File: config.mk
export PLATFORM = sky130hd
export DESIGN_NAME = ps2_host_tx
export DESIGN_NICKNAME = d
export VERILOG_FILES = /design/src/rtl/ps2_host_tx.sv
export SDC_FILE = /design/constraint.sdc
export NUM_CORES = 1
export LEC_CHECK = 0
export BUFFER_PORTS_ARGS = -buffer_cell sky130_fd_sc_hd__buf_2
export CAP_MARGIN = 5
export CORE_MARGIN = 2
export CORE_UTILIZATION = 60
export DETAILED_ROUTE_END_ITERATION = 12
export PLACE_DENSITY = 0.79
export SYNTH_ARGS = -nofsm -noshare
export SYNTH_HDL_FRONTEND = slang
export SYNTH_SLANG_ARGS = --single-unit
File: constraint.sdc
create_clock -name clk -period 5.85 [get_ports clk]
set_clock_uncertainty 0.05 [all_clocks]
set_input_delay 0.2925 -clock clk [delete_from_list [all_inputs] [get_ports clk]]
set_output_delay 0.2925 -clock clk [all_outputs]
set_load 0.02 [all_outputs]
File: src/rtl/ps2_host_tx.sv
`timescale 1ns/1ps
// ps2_host_tx
// PS/2 host-to-device transmitter. It sends one command byte to the device
// over the shared open-drain PS2Clk/PS2Data lines.
// Sequence: inhibit the clock, request-to-send, shift out 8 data bits, odd
// parity and stop on device-generated clock falling edges, then check the
// device ACK.
//
// Ports
//   clk, rst_n     system clock; asynchronous active-low reset
//   tx_valid       byte request, accepted when tx_valid && tx_ready
//   tx_data[7:0]   command byte, sampled on accept
//   tx_ready       high only while idle and not pulsing done/err
//   ps2_clk_in     PS2Clk pad input (asynchronous)
//   ps2_data_in    PS2Data pad input (asynchronous)
//   ps2_clk_oe     1 = pull PS2Clk low
//   ps2_data_oe    1 = pull PS2Data low
//   busy           high in every state except IDLE
//   tx_done        1-cycle pulse: byte sent and ACKed by the device
//   tx_err         1-cycle pulse: NACK or timeout
module ps2_host_tx #(
  parameter int INHIBIT_CYCLES = 11000,
  parameter int TIMEOUT_CYCLES = 2_000_000,
  parameter int SYNC_STAGES    = 2
) (
  input  logic       clk,
  input  logic       rst_n,
  input  logic       tx_valid,
  input  logic [7:0] tx_data,
  output logic       tx_ready,
  input  logic       ps2_clk_in,
  input  logic       ps2_data_in,
  output logic       ps2_clk_oe,
  output logic       ps2_data_oe,
  output logic       busy,
  output logic       tx_done,
  output logic       tx_err
);

  typedef enum logic [2:0] {
    S_IDLE, S_INHIBIT, S_REQ, S_XFER, S_ACK, S_WAIT_IDLE
  } state_e;

  localparam int INH_W = $clog2(INHIBIT_CYCLES);
  localparam int TO_W  = $clog2(TIMEOUT_CYCLES);
  localparam logic [INH_W-1:0] INH_LOAD  = INH_W'(INHIBIT_CYCLES - 1);
  // Data is pulled low during the last 16 inhibit cycles, so it is already
  // low when the clock is released (request-to-send).
  localparam logic [INH_W-1:0] DATA_LEAD = INH_W'(16);
  localparam logic [TO_W-1:0]  TO_LAST   = TO_W'(TIMEOUT_CYCLES - 1);

  state_e                 state_q, state_d;
  logic [SYNC_STAGES-1:0] clk_sync_q, clk_sync_d;
  logic [SYNC_STAGES-1:0] data_sync_q, data_sync_d;
  logic                   clk_prev_q, clk_prev_d;
  logic [9:0]             frame_q, frame_d;
  logic [3:0]             bit_cnt_q, bit_cnt_d;
  logic [INH_W-1:0]       inh_cnt_q, inh_cnt_d;
  logic [TO_W-1:0]        to_cnt_q, to_cnt_d;
  logic                   bit_oe_q, bit_oe_d;
  logic                   clk_oe_q, clk_oe_d;
  logic                   data_oe_q, data_oe_d;
  logic                   done_q, done_d;
  logic                   err_q, err_d;

  logic clk_s, data_s, fe, timed;

  // Synchronisers reset to 1 (idle bus) so no falling edge appears after reset.
  assign clk_sync_d  = {clk_sync_q[SYNC_STAGES-2:0], ps2_clk_in};
  assign data_sync_d = {data_sync_q[SYNC_STAGES-2:0], ps2_data_in};
  assign clk_s       = clk_sync_q[SYNC_STAGES-1];
  assign data_s      = data_sync_q[SYNC_STAGES-1];
  assign clk_prev_d  = clk_s;
  assign fe          = clk_prev_q & ~clk_s;
  assign timed       = state_q inside {S_REQ, S_XFER, S_ACK, S_WAIT_IDLE};

  assign tx_ready    = (state_q == S_IDLE) && !done_q && !err_q;
  assign busy        = (state_q != S_IDLE);
  assign ps2_clk_oe  = clk_oe_q;
  assign ps2_data_oe = data_oe_q;
  assign tx_done     = done_q;
  assign tx_err      = err_q;

  always_comb begin
    // NOTE: every signal gets a default before the case so no path leaves it
    // unassigned; otherwise synthesis would infer a latch.
    state_d   = state_q;
    frame_d   = frame_q;
    bit_cnt_d = bit_cnt_q;
    inh_cnt_d = inh_cnt_q;
    bit_oe_d  = bit_oe_q;
    done_d    = 1'b0;
    err_d     = 1'b0;

    unique case (state_q)
      S_IDLE: begin
        if (tx_valid && tx_ready) begin
          // Stop bit, then parity chosen so the 9 data+parity bits are odd.
          frame_d   = {1'b1, ~^tx_data, tx_data};
          inh_cnt_d = INH_LOAD;
          state_d   = S_INHIBIT;
        end
      end
      S_INHIBIT: begin
        if (inh_cnt_q == '0) state_d = S_REQ;
        else                 inh_cnt_d = inh_cnt_q - INH_W'(1);
      end
      S_REQ: begin
        if (fe) begin
          bit_oe_d  = ~frame_q[0];
          bit_cnt_d = 4'd1;
          state_d   = S_XFER;
        end
      end
      S_XFER: begin
        // Bits change only on a device falling edge, i.e. while its clock is low.
        if (fe) begin
          if (bit_cnt_q == 4'd9) begin
            bit_oe_d = 1'b0;
            state_d  = S_ACK;
          end else begin
            bit_oe_d  = ~frame_q[bit_cnt_q];
            bit_cnt_d = bit_cnt_q + 4'd1;
          end
        end
      end
      S_ACK: begin
        if (fe) begin
          if (data_s) begin
            err_d   = 1'b1;
            state_d = S_IDLE;
          end else begin
            state_d = S_WAIT_IDLE;
          end
        end
      end
      S_WAIT_IDLE: begin
        if (clk_s && data_s) begin
          done_d  = 1'b1;
          state_d = S_IDLE;
        end
      end
      default: state_d = S_IDLE;
    endcase

    // The device went silent: abandon the frame and release the bus.
    if (timed && !fe && (state_d == state_q) && (to_cnt_q == TO_LAST)) begin
      state_d = S_IDLE;
      err_d   = 1'b1;
    end

    to_cnt_d = (!timed || fe || (state_d != state_q)) ? '0 : to_cnt_q + TO_W'(1);

    // Line enables are registered from the next state so the pads never see
    // decode glitches.
    clk_oe_d  = (state_d == S_INHIBIT);
    data_oe_d = ((state_d == S_INHIBIT) && (inh_cnt_d < DATA_LEAD)) ||
                (state_d == S_REQ) ||
                ((state_d == S_XFER) && bit_oe_d);
  end

  // NOTE: state registers use non-blocking assignments so every flop samples
  // the pre-edge values, independent of statement order.
  always_ff @(posedge clk or negedge rst_n) begin
    if (!rst_n) begin
      state_q     <= S_IDLE;
      clk_sync_q  <= '1;
      data_sync_q <= '1;
      clk_prev_q  <= 1'b1;
      frame_q     <= '0;
      bit_cnt_q   <= '0;
      inh_cnt_q   <= '0;
      to_cnt_q    <= '0;
      bit_oe_q    <= 1'b0;
      clk_oe_q    <= 1'b0;
      data_oe_q   <= 1'b0;
      done_q      <= 1'b0;
      err_q       <= 1'b0;
    end else begin
      state_q     <= state_d;
      clk_sync_q  <= clk_sync_d;
      data_sync_q <= data_sync_d;
      clk_prev_q  <= clk_prev_d;
      frame_q     <= frame_d;
      bit_cnt_q   <= bit_cnt_d;
      inh_cnt_q   <= inh_cnt_d;
      to_cnt_q    <= to_cnt_d;
      bit_oe_q    <= bit_oe_d;
      clk_oe_q    <= clk_oe_d;
      data_oe_q   <= data_oe_d;
      done_q      <= done_d;
      err_q       <= err_d;
    end
  end

endmodule

==> impl_metrics.py, run 1 <==
metrics = {
    "detailed_routing": {
        "ant_nets": 0,
        "drt_iter0_markers": 173,
        "via_count": 2748,
        "vias_per_cell": 6.19,
        "drc_errors": 0,
        "totalWireLength_mm": 7.39,
        "routedWlPerCell_um": 16.6,
        "first_pass_iters": 5,
        "highest_layer": "met4",
        "wl_met3_um": 387,
        "wl_met1_mm": 3.60,
        "wl_met2_mm": 3.24,
    },
    "global_route": {
        "track_usage_pct": 25.7,
        "grt_remaining_overflow": 0,
        "grt_max_degree": 63,
        "grt_pass1_wl_mm": 12.5,
        "grt_pass1_vias": 2641,
        "antenna_found_initial": 0,
    },
    "worst_setup_path": {
        "crit_slowest_cell": "nor2_1",
        "max_stage_delay_ns": 0.98,
        "end_kind": "flip-flop",
        "critPathMaxFanout": 18,
        "cp-start-kind": "flip-flop",
        "crit_arrival_ns": 3.71,
        "worstPathRequired_ns": 5.95,
        "critPathTopFamily": "simple AND/OR/NAND/NOR gates",
        "cp_cell_sequence": "inv_1 -> ha_1 -> nor4b_2 -> nand4_1 -> nand2_1 -> a32oi_1 -> nor2_1 -> a2111oi_0",
        "crit_buf_inv": 1,
        "crit_type": "flip-flop to flip-flop",
    },
    "timing": {
        "hold_violations": 0,
        "setup_viol": 0,
        "maxSlewHeadroom_pct": 20.1,
        "period_share_pct": 61.6,
        "finalSetupTns_ns": 0,
        "rsz0062_at_grt": "false",
        "whs_ns": 0.0430,
        "final-max-slew-violation-count": 0,
        "max_freq_ghz": 0.278,
        "period_needed_ns": 3.60,
        "worstMarginPinSlew_ns": 1.19,
    },
    "logic_synthesis": {
        "ys_seq_elements": 62,
        "synth_area_leaders": "dfrtp_1 (41%), xnor2_1 (4.8%), dfstp_2 (3.8%)",
        "ys.flop_type": "dfrtp_1",
        "syn_area_sq_um": 3440,
        "yosysTopAreaCell": "dfrtp_1",
        "synth_edf_count": 0,
        "syn_area_per_cell_sq_um": 9.86,
        "synth_nets": 366,
        "synthArstFlopShare_pct": 100,
        "synth_cell_types": 57,
        "yosysTopAreaCellShare_pct": 41.5,
        "ys_warn_count": 0,
        "seq_area_frac_synth_pct": 45.3,
        "synthCells": 349,
    },
    "final_layout": {
        "final_net_count": 384,
        "layout-drive-gt1-share_pct": 15.9,
        "design_area_sq_um": 3780,
        "syn_to_final_growth_pct": 9.75,
        "utilization_pct": 68.6,
        "diodes": 0,
        "final_cells": 444,
        "fill_cells": 419,
    },
    "cts": {
        "post_cts_buffers": 0,
        "htree_levels": 3,
        "cts_max_path_buffers": 2,
        "cts_tree": "yes",
        "cts.sinks": 62,
        "cts-resized-gates": 0,
        "clkLatencyLatePin_ns": 0.33,
        "path_clk_slew_ns": 0.07,
        "numCtsBuffers": 9,
        "root_buffer": "clkbuf_8",
    },
    "pwr": {
        "power_density_nw_per_um2": 210,
        "p_leak_nw": 1.55,
        "vdd_drop_max_mv": 0.180,
    },
    "flow_run": {
        "cap_violations": 0,
    },
    "floorplanning": {
        "core.rowCount": 27,
        "coreArea_sq_um": 5510,
        "ioPinCount": 19,
        "fp.dieArea_sq_um": 6360,
        "fp.dieH_um": 79.7,
        "initial_core_util_pct": 62.5,
        "die_x_um": 79.7,
    },
    "min_path": {
        "hold_path.class": "input pin to async pin",
    },
    "placed_design": {
        "placed_cells": 426,
        "gp_congestion": 0.918,
        "place_area_sq_um": 3580,
        "io_buffer_count": 18,
        "hpwl_mm": 5.06,
    },
    "status": {
        "status": "finished, final reports clean",
    },
}
[flip-flops by register name, indices dropped and copies added (netlist names)]
name / flops
data_sync_q: 2
bit_oe_q: 1
bit_cnt_q: 4
tx_err: 1
ps2_data_oe: 1
clk_sync_q: 2
clk_prev_q: 1
to_cnt_q: 21
inh_cnt_q: 14
tx_done: 1
ps2_clk_oe: 1
frame_q: 10
state_q: 3
[routing by layer]
layer	up-vias	GRT usage [%]
met5	-	0
met4	0	12.1
met3	20	5.54
met2	105	36.6
met1	1300	37.4
li1	1323	-
[cells in the final DEF, fill, tap and decap left out, types with 4 or more instances in the layout]
master     n
a211oi_1   8
a21oi_1   12
and2_1     4
and3_1     5
and4_1     4
buf_2     18
clkbuf_8  10
dfrtp_1   57
dfstp_2    5
ha_1       4
inv_1     11
mux2_2    10
mux2i_1    6
nand2_1   32
nand2b_1   6
nand3_1   11
nand4_1   10
nor2_1    15
nor2b_1    5
nor3_1    22
nor4_1     5
nor4b_1    5
o211ai_1   5
o21ai_0   10
xnor2_1   19
xor2_1    11
[final timing paths]
path                               start             to  slack (ns)  cells past startpoint
max                         inh_cnt_q[0]    to_cnt_q[0]        2.25                      8
min                                rst_n  inh_cnt_q[10]        0.04                      2
max reg2reg                 inh_cnt_q[0]    to_cnt_q[0]        2.25                      8
min reg2reg                clk_sync_q[0]  clk_sync_q[1]        0.31                      0
max in group asynchronous          rst_n    to_cnt_q[7]        5.18                      2
min in group clk              tx_data[2]     frame_q[2]        0.16                      2
[stage by stage]
stage,setup slack [ns],total power (W)
6_report,2.25,0.000792
5_1_grt,1.96,0.000820
4_1_cts,2.24,0.000798
3_5_place_dp,2.27,0.000466
3_3_place_gp,2.44,0.000466
2_1_floorplan,2.88,0.000451
[report_power, final]
| part | leakage, nW | internal [W] | total (W) | switching [W] |
|---|---|---|---|---|
| Sequential | 0.798 | 0.000432 | 0.000433 | 0.00000131 |
| Clock | 0.0893 | 0.000165 | 0.000333 | 0.000168 |
| Combinational | 0.659 | 0.0000108 | 0.0000256 | 0.0000149 |
| Total | 1.55 | 0.000608 | 0.000792 | 0.000184 |
[kinds of logic (layout without fill, tap and decap cells)]
logic type                 count (synthesis)  after routing  synth area share (%)
AOI/OAI and AO/OA                         63             63                  13.2
xor gates and xnor gates                  30             30                  7.64
adders and majority gates                  4              4                  1.45
buffers and inverters                     27             50                  2.95
DFF                                       62             62                  45.3
muxes                                     16             16                  5.02
and+or+nand+nor                          147            147                  24.5
[cell type report]
cell class,instances,area [sq um],share of cell area (%)
clock buffers,11,141,3.74
clock inverters,5,35.0,0.928
inverters,12,45.0,1.19
multi-input cells,260,1780,47.2
flip-flops and latches,62,1560,41.3
well taps,72,90.1,2.39
repair buffers,22,125,3.31
[Yosys cell counts, drive strengths merged (4+ instances only)]
library cell and count:
and4 4, nand2b 6, inv 11, xnor2 19, ha 4, xor2 11
clkbuf 15, o21ai 10, mux2 10, dfrtp 57, nand2 32, nand4 10
and3 5, nor4 5, a21oi 12, mux2i 6, and2 4, dfstp 5
nand3 11, o211ai 5, nor3 22, nor4b 6, a211oi 8, nor2b 5
nor2 15
[timing repair]
action	CTS	global route
hold buffers	2	0
endpoints found under the hold margin	2	0
endpoints found under the setup margin	0	0
[worst register-to-register path, delay by kind of cell (launching register included)]
family / cells / cell delay [ns]
compound gates: 2 / 0.41
fa+ha+maj: 1 / 0.22
flops: 1 / 0.40
buf+inv: 1 / 0.10
simple gates: 4 / 2.24
Power figures use the tool's default switching activity.
==> run 2, diff against run 1 <==
--- a/config.mk
+++ b/config.mk
@@ -8,9 +8,9 @@
 export BUFFER_PORTS_ARGS = -buffer_cell sky130_fd_sc_hd__buf_2
 export CAP_MARGIN = 5
 export CORE_MARGIN = 2
-export CORE_UTILIZATION = 60
+export CORE_UTILIZATION = 55
 export DETAILED_ROUTE_END_ITERATION = 12
-export PLACE_DENSITY = 0.79
+export PLACE_DENSITY = 0.76
 export SYNTH_ARGS = -nofsm -noshare
 export SYNTH_HDL_FRONTEND = slang
 export SYNTH_SLANG_ARGS = --single-unit
==> constraint.sdc (replaced) <==
create_clock -name clk -period 3.3 [get_ports clk]
set_clock_uncertainty 0.05 [all_clocks]
set_input_delay 0.165 -clock clk [delete_from_list [all_inputs] [get_ports clk]]
set_output_delay 0.165 -clock clk [all_outputs]
set_load 0.02 [all_outputs]
==> impl_metrics.py, run 2 (synthesis gave the netlist of run 1 again) <==
metrics = {
    "timing": {
        "rsz0062_at_grt": "false",
        "final-max-slew-violation-count": 0,
        "finalSetupTns_ns": 0,
        "maxSlewHeadroom_pct": 36.3,
        "period_share_pct": 97.8,
        "hold_violations": 0,
        "setup_viol": 0,
        "period_needed_ns": 3.23,
        "worstMarginPinSlew_ns": 0.955,
        "max_freq_ghz": 0.310,
    },
    "detailed_routing": {
        "routedWlPerCell_um": 16.1,
        "wl_met3_um": 334,
        "vias_per_cell": 6.15,
        "wl_met1_mm": 3.60,
        "first_pass_iters": 4,
        "totalWireLength_mm": 7.38,
        "via_count": 2815,
        "drt_iter0_markers": 150,
        "ant_nets": 0,
        "highest_layer": "met4",
        "drc_errors": 0,
        "wl_met2_mm": 3.25,
    },
    "final_layout": {
        "top_register": "to_cnt_q",
        "multiInputGateArea_sq_um": 1780,
        "diodes": 0,
        "syn_to_final_growth_pct": 13.6,
        "fill_cells": 485,
        "final_cells": 458,
        "top_regs": "to_cnt_q: 21 flops, inh_cnt_q: 14 flops, frame_q: 10 flops",
        "final_cell_mix": "dfrtp_1 (57), nand2_1 (32), nor3_1 (22), xnor2_1 (19), buf_2 (18)",
        "final_common_cell": "dfrtp_1",
        "final_net_count": 395,
        "largest_reg_flops": 21,
        "regArea_sq_um": 1560,
        "layout-drive-gt1-share_pct": 18.0,
    },
    "floorplanning": {
        "ioPinCount": 19,
        "core.rowCount": 28,
        "coreArea_sq_um": 5990,
        "fp.dieArea_sq_um": 6900,
        "die_x_um": 83.1,
        "fp.dieH_um": 83.1,
        "initial_core_util_pct": 57.4,
    },
    "flow_run": {
        "cap_violations": 0,
    },
    "pwr": {
        "vdd_drop_max_mv": 0.279,
        "p_leak_nw": 1.62,
        "power_density_nw_per_um2": 394,
    },
    "global_route": {
        "grt_remaining_overflow": 0,
        "grt_pass1_wl_mm": 12.7,
        "antenna_found_initial": 0,
        "grt_pass1_vias": 2680,
        "track_usage_pct": 22.6,
        "grt_max_degree": 44,
    },
    "worst_setup_path": {
        "reg2reg_to": "ps2_data_oe",
        "crit_arrival_ns": 3.43,
        "end_kind": "flip-flop",
        "cp_cell_sequence": "inv_1 -> ha_1 -> or4b_4 -> nor3_1 -> mux2_2 -> or4b_1 -> or4b_1 -> o31ai_2",
        "crit_buf_inv": 1,
        "critPathTopFamily": "simple AND/OR/NAND/NOR gates",
        "reg2reg_depth": 8,
        "cpMostUsedCell": "or4b_1",
        "critPathMaxFanout": 4,
        "timing.rr.start": "inh_cnt_q[0]",
        "crit_type": "flip-flop to flip-flop",
        "max_stage_delay_ns": 0.52,
        "worstPathRequired_ns": 3.51,
        "cp-start-kind": "flip-flop",
        "r2r_slack_ns": 0.07,
        "crit_slowest_cell": "or4b_1",
    },
    "cts": {
        "numCtsBuffers": 9,
        "cts_tree": "yes",
        "cts.sinks": 62,
        "path_clk_slew_ns": 0.07,
        "root_buffer": "clkbuf_8",
        "clkLatencyLatePin_ns": 0.34,
        "htree_levels": 3,
        "cts_max_path_buffers": 2,
    },
    "status": {
        "status": "finished, final reports clean",
    },
    "placed_design": {
        "gp_congestion": 0.917,
        "hpwl_mm": 5.16,
        "io_buffer_count": 18,
        "placed_cells": 439,
    },
    "min_path": {
        "hp-start": "tx_data[1]",
        "min_to": "frame_q[1]",
        "hold_path.class": "input pin to flip-flop",
        "holdPathStages": 2,
    },
}
## run 2: cell count changes in the layout (fill, tap and decap cells not counted), sizes merged
cell         previous run  this run
bufinv                  0         1
clkinv                  5         1
clkbuf                 11        14
dlygate4sd3             2         3
buf                    20        30
## run 2: cell type report
class	count	share of cell area (%)
multi-input cells	260	45.6
clock inverters	2	0.960
clock buffers	14	4.67
repair buffers	33	5.38
inverters	12	1.15
well taps	75	2.40
flip-flops and latches	62	39.9
## run 2: how the worst max path moves through the flow
stage / from / cells after the start / end
after floorplan: inh_cnt_q[0] / 8 / ps2_data_oe
after global placement: inh_cnt_q[0] / 8 / ps2_data_oe
after detailed placement: inh_cnt_q[0] / 8 / ps2_data_oe
after CTS: inh_cnt_q[0] / 8 / ps2_data_oe
after global routing: inh_cnt_q[0] / 8 / ps2_data_oe
final: inh_cnt_q[0] / 8 / ps2_data_oe
## run 2: metal layers
layer	vias up	track usage, %
met5	-	0
met4	0	11.3
met3	21	3.98
met2	78	33.1
met1	1363	32.4
li1	1353	-
## run 2: timing repair
item | 4_1_cts | 5_1_grt
gates resized for setup | 0 | 0
buffers inserted | 0 | 0
hold endpoints to repair | 39 | 0
hold buffers | 3 | 0
endpoints found under the setup margin | 0 | 0
## run 2: worst reg2reg max path, delay by kind of cell, from the launching register on
family	cells	cell delay [ns]
buf+inv	1	0.10
compound gates	1	0.22
simple gates	4	1.76
flops	1	0.40
mux	1	0.38
fa+ha+maj	1	0.21
## run 2: stage by stage
step | util, % | setup slack, ns | power [W] | hold WS, ns | instance area, sq um
after floorplan | - | 0.329 | 0.000800 | -0.181 | 3440
after global placement | 61.1 | 0.202 | 0.000826 | 0.222 | 3660
after detailed placement | 61.1 | 0.131 | 0.000828 | 0.224 | 3660
after CTS | 65.2 | 0.112 | 0.00155 | 0.0275 | 3910
after global routing | 65.2 | 0.0118 | 0.00159 | 0.0249 | 3910
final | 65.2 | 0.0739 | 0.00154 | 0.0271 | 3910
## run 2: power breakdown
part | leakage, nW | total (W) | internal, W | switching (W)
Combinational | 0.711 | 0.0000470 | 0.0000198 | 0.0000272
Clock | 0.109 | 0.000724 | 0.000432 | 0.000292
Sequential | 0.798 | 0.000768 | 0.000765 | 0.00000236
Total | 1.62 | 0.00154 | 0.00122 | 0.000321
==> run 3, diff against run 2 <==
--- a/config.mk
+++ b/config.mk
@@ -11,6 +11,7 @@
 export CORE_UTILIZATION = 55
 export DETAILED_ROUTE_END_ITERATION = 12
 export PLACE_DENSITY = 0.76
+export SETUP_SLACK_MARGIN = 0.5
 export SYNTH_ARGS = -nofsm -noshare
 export SYNTH_HDL_FRONTEND = slang
 export SYNTH_SLANG_ARGS = --single-unit
==> impl_metrics.py, run 3 (synthesis gave the netlist of run 1 again) <==
metrics = {
    "final_layout": {
        "diodes": 0,
        "layout-drive-gt1-share_pct": 21.6,
        "syn_to_final_growth_pct": 16.2,
        "final_cells": 464,
        "utilization_pct": 66.8,
        "top_register": "to_cnt_q",
        "fill_cells": 470,
        "final_net_count": 401,
        "final_cell_mix": "dfrtp_1 (56), nand2_1 (32), nor3_1 (21), xnor2_1 (19)",
        "final_common_cell": "dfrtp_1",
        "top_regs": "to_cnt_q: 21 flops, inh_cnt_q: 14 flops, frame_q: 10 flops",
        "largest_reg_flops": 21,
    },
    "global_route": {
        "track_usage_pct": 23.1,
        "grt_pass1_wl_mm": 13.1,
        "grt_max_degree": 44,
        "grt_pass1_vias": 2779,
        "grt_remaining_overflow": 0,
        "antenna_found_initial": 0,
    },
    "worst_setup_path": {
        "crit_type": "flip-flop to flip-flop",
        "critPathMaxFanout": 4,
        "worstPathRequired_ns": 3.51,
        "crit_arrival_ns": 3.11,
        "reg2reg_depth": 8,
        "end_kind": "flip-flop",
        "cp-start-kind": "flip-flop",
    },
    "pwr": {
        "p_leak_nw": 1.64,
        "switching_share_pct": 21.6,
        "p_seq_share_pct": 51.2,
        "vdd_drop_max_mv": 0.316,
        "internal_power_w": 0.00117,
        "p_sw_w": 0.000324,
        "p_comb_share_pct": 3.2,
        "clkPwrFrac_pct": 45.6,
        "power_density_nw_per_um2": 375,
    },
    "cts": {
        "cts_max_path_buffers": 2,
        "cts_tree": "yes",
        "path_clk_slew_ns": 0.08,
        "cts.sinks": 62,
        "numCtsBuffers": 9,
        "htree_levels": 3,
        "root_buffer": "clkbuf_8",
        "clkLatencyLatePin_ns": 0.35,
    },
    "detailed_routing": {
        "routedWlPerCell_um": 16.9,
        "totalWireLength_mm": 7.85,
        "ant_nets": 0,
        "vias_per_cell": 6.37,
        "drt_iter0_markers": 247,
        "via_count": 2954,
        "first_pass_iters": 5,
        "drc_errors": 0,
    },
    "timing": {
        "period_needed_ns": 2.90,
        "whs_ns": 0.0330,
        "setup_viol": 0,
        "hold_violations": 0,
        "rsz0062_at_grt": "true",
        "period_share_pct": 87.9,
        "finalSetupTns_ns": 0,
        "worst_slack_ns": 0.398,
        "final-max-slew-violation-count": 0,
        "worstMarginPinSlew_ns": 0.940,
        "maxSlewHeadroom_pct": 37.3,
        "max_freq_ghz": 0.345,
    },
    "placed_design": {
        "io_buffer_count": 18,
        "hpwl_mm": 5.18,
        "gp_congestion": 0.928,
        "placed_cells": 438,
        "pre_cts_ws_ns": 0.317,
    },
    "floorplanning": {
        "ioPinCount": 19,
        "coreArea_sq_um": 5990,
        "die_x_um": 83.1,
        "initial_core_util_pct": 57.4,
        "core.rowCount": 28,
        "fp.dieH_um": 83.1,
        "fp.dieArea_sq_um": 6900,
    },
    "flow_run": {
        "cap_violations": 0,
    },
    "status": {
        "status": "finished, final reports clean",
    },
    "min_path": {
        "hold_path.class": "input pin to flip-flop",
        "holdPathStages": 2,
    },
}
-- run 3: cell count changes in the layout (fill, tap and decap cells not counted), moves of 2 or more --
cell	before	now
clkbuf_8	13	11
inv_2	0	2
buf_4	12	18
inv_1	11	9
-- run 3: worst paths after layout --
check	startpoint	endpoint	slack, ns
setup reg to reg	inh_cnt_q[1]	ps2_data_oe	0.40
max in group asynchronous	rst_n	state_q[2]	1.92
hold / removal	tx_data[5]	frame_q[5]	0.03
hold reg to reg	clk_sync_q[0]	clk_sync_q[1]	0.30
setup / recovery	inh_cnt_q[1]	ps2_data_oe	0.40
min in group asynchronous	rst_n	inh_cnt_q[3]	0.45
-- run 3: power groups by stage --
| stage | clock network (W) | logic (W) | registers, W |
|---|---|---|---|
| floorplan | 0 | 0.0000188 | 0.000781 |
| global placement | 0 | 0.0000446 | 0.000782 |
| detailed placement | 0 | 0.0000457 | 0.000782 |
| CTS | 0.000687 | 0.0000489 | 0.000768 |
| global route | 0.000730 | 0.0000534 | 0.000768 |
| finish | 0.000684 | 0.0000472 | 0.000768 |
-- run 3: critical path, stage by stage, from the launching register on --
cell and delay, ns:
dfrtp_1 0.42, inv_2 0.08, ha_4 0.14, or4b_4 0.50, nor3_4 0.15, mux2_4 0.32
or4b_1 0.47, or4b_4 0.50, o31ai_2 0.17
-- run 3: cell type report --
class	instances	area (sq um)	share of cell area [%]
tap	75	93.8	2.35
timing repair buffer	39	255	6.38
clock buffer	13	159	3.97
clock inverter	3	42.5	1.06
sequential	62	1560	39.0
multi-input combinational	260	1840	46.1
inverter	12	45.0	1.13
-- run 3: repair_timing --
action,4_1_cts,5_1_grt
hold buffers,3,0
buffers inserted,4,3
endpoints found under the hold margin,39,0
pin swaps,3,0
endpoints found under the setup margin,1,16
resized for setup,0,7
-- run 3: per-layer routing --
layer	GRT usage [%]	vias up	wire [um]
li1	-	1368	-
met1	34.6	1431	3620
met2	33.0	133	3560
met3	3.98	22	526
met4	10.3	0	145
met5	0	-	0
-- run 3: per-stage QoR --
step / area, sq um / power [W]
floorplan: 3470 / 0.000800
global placement: 3680 / 0.000826
detailed placement: 3680 / 0.000828
CTS: 3940 / 0.00150
global route: 4000 / 0.00155
finish: 4000 / 0.00150
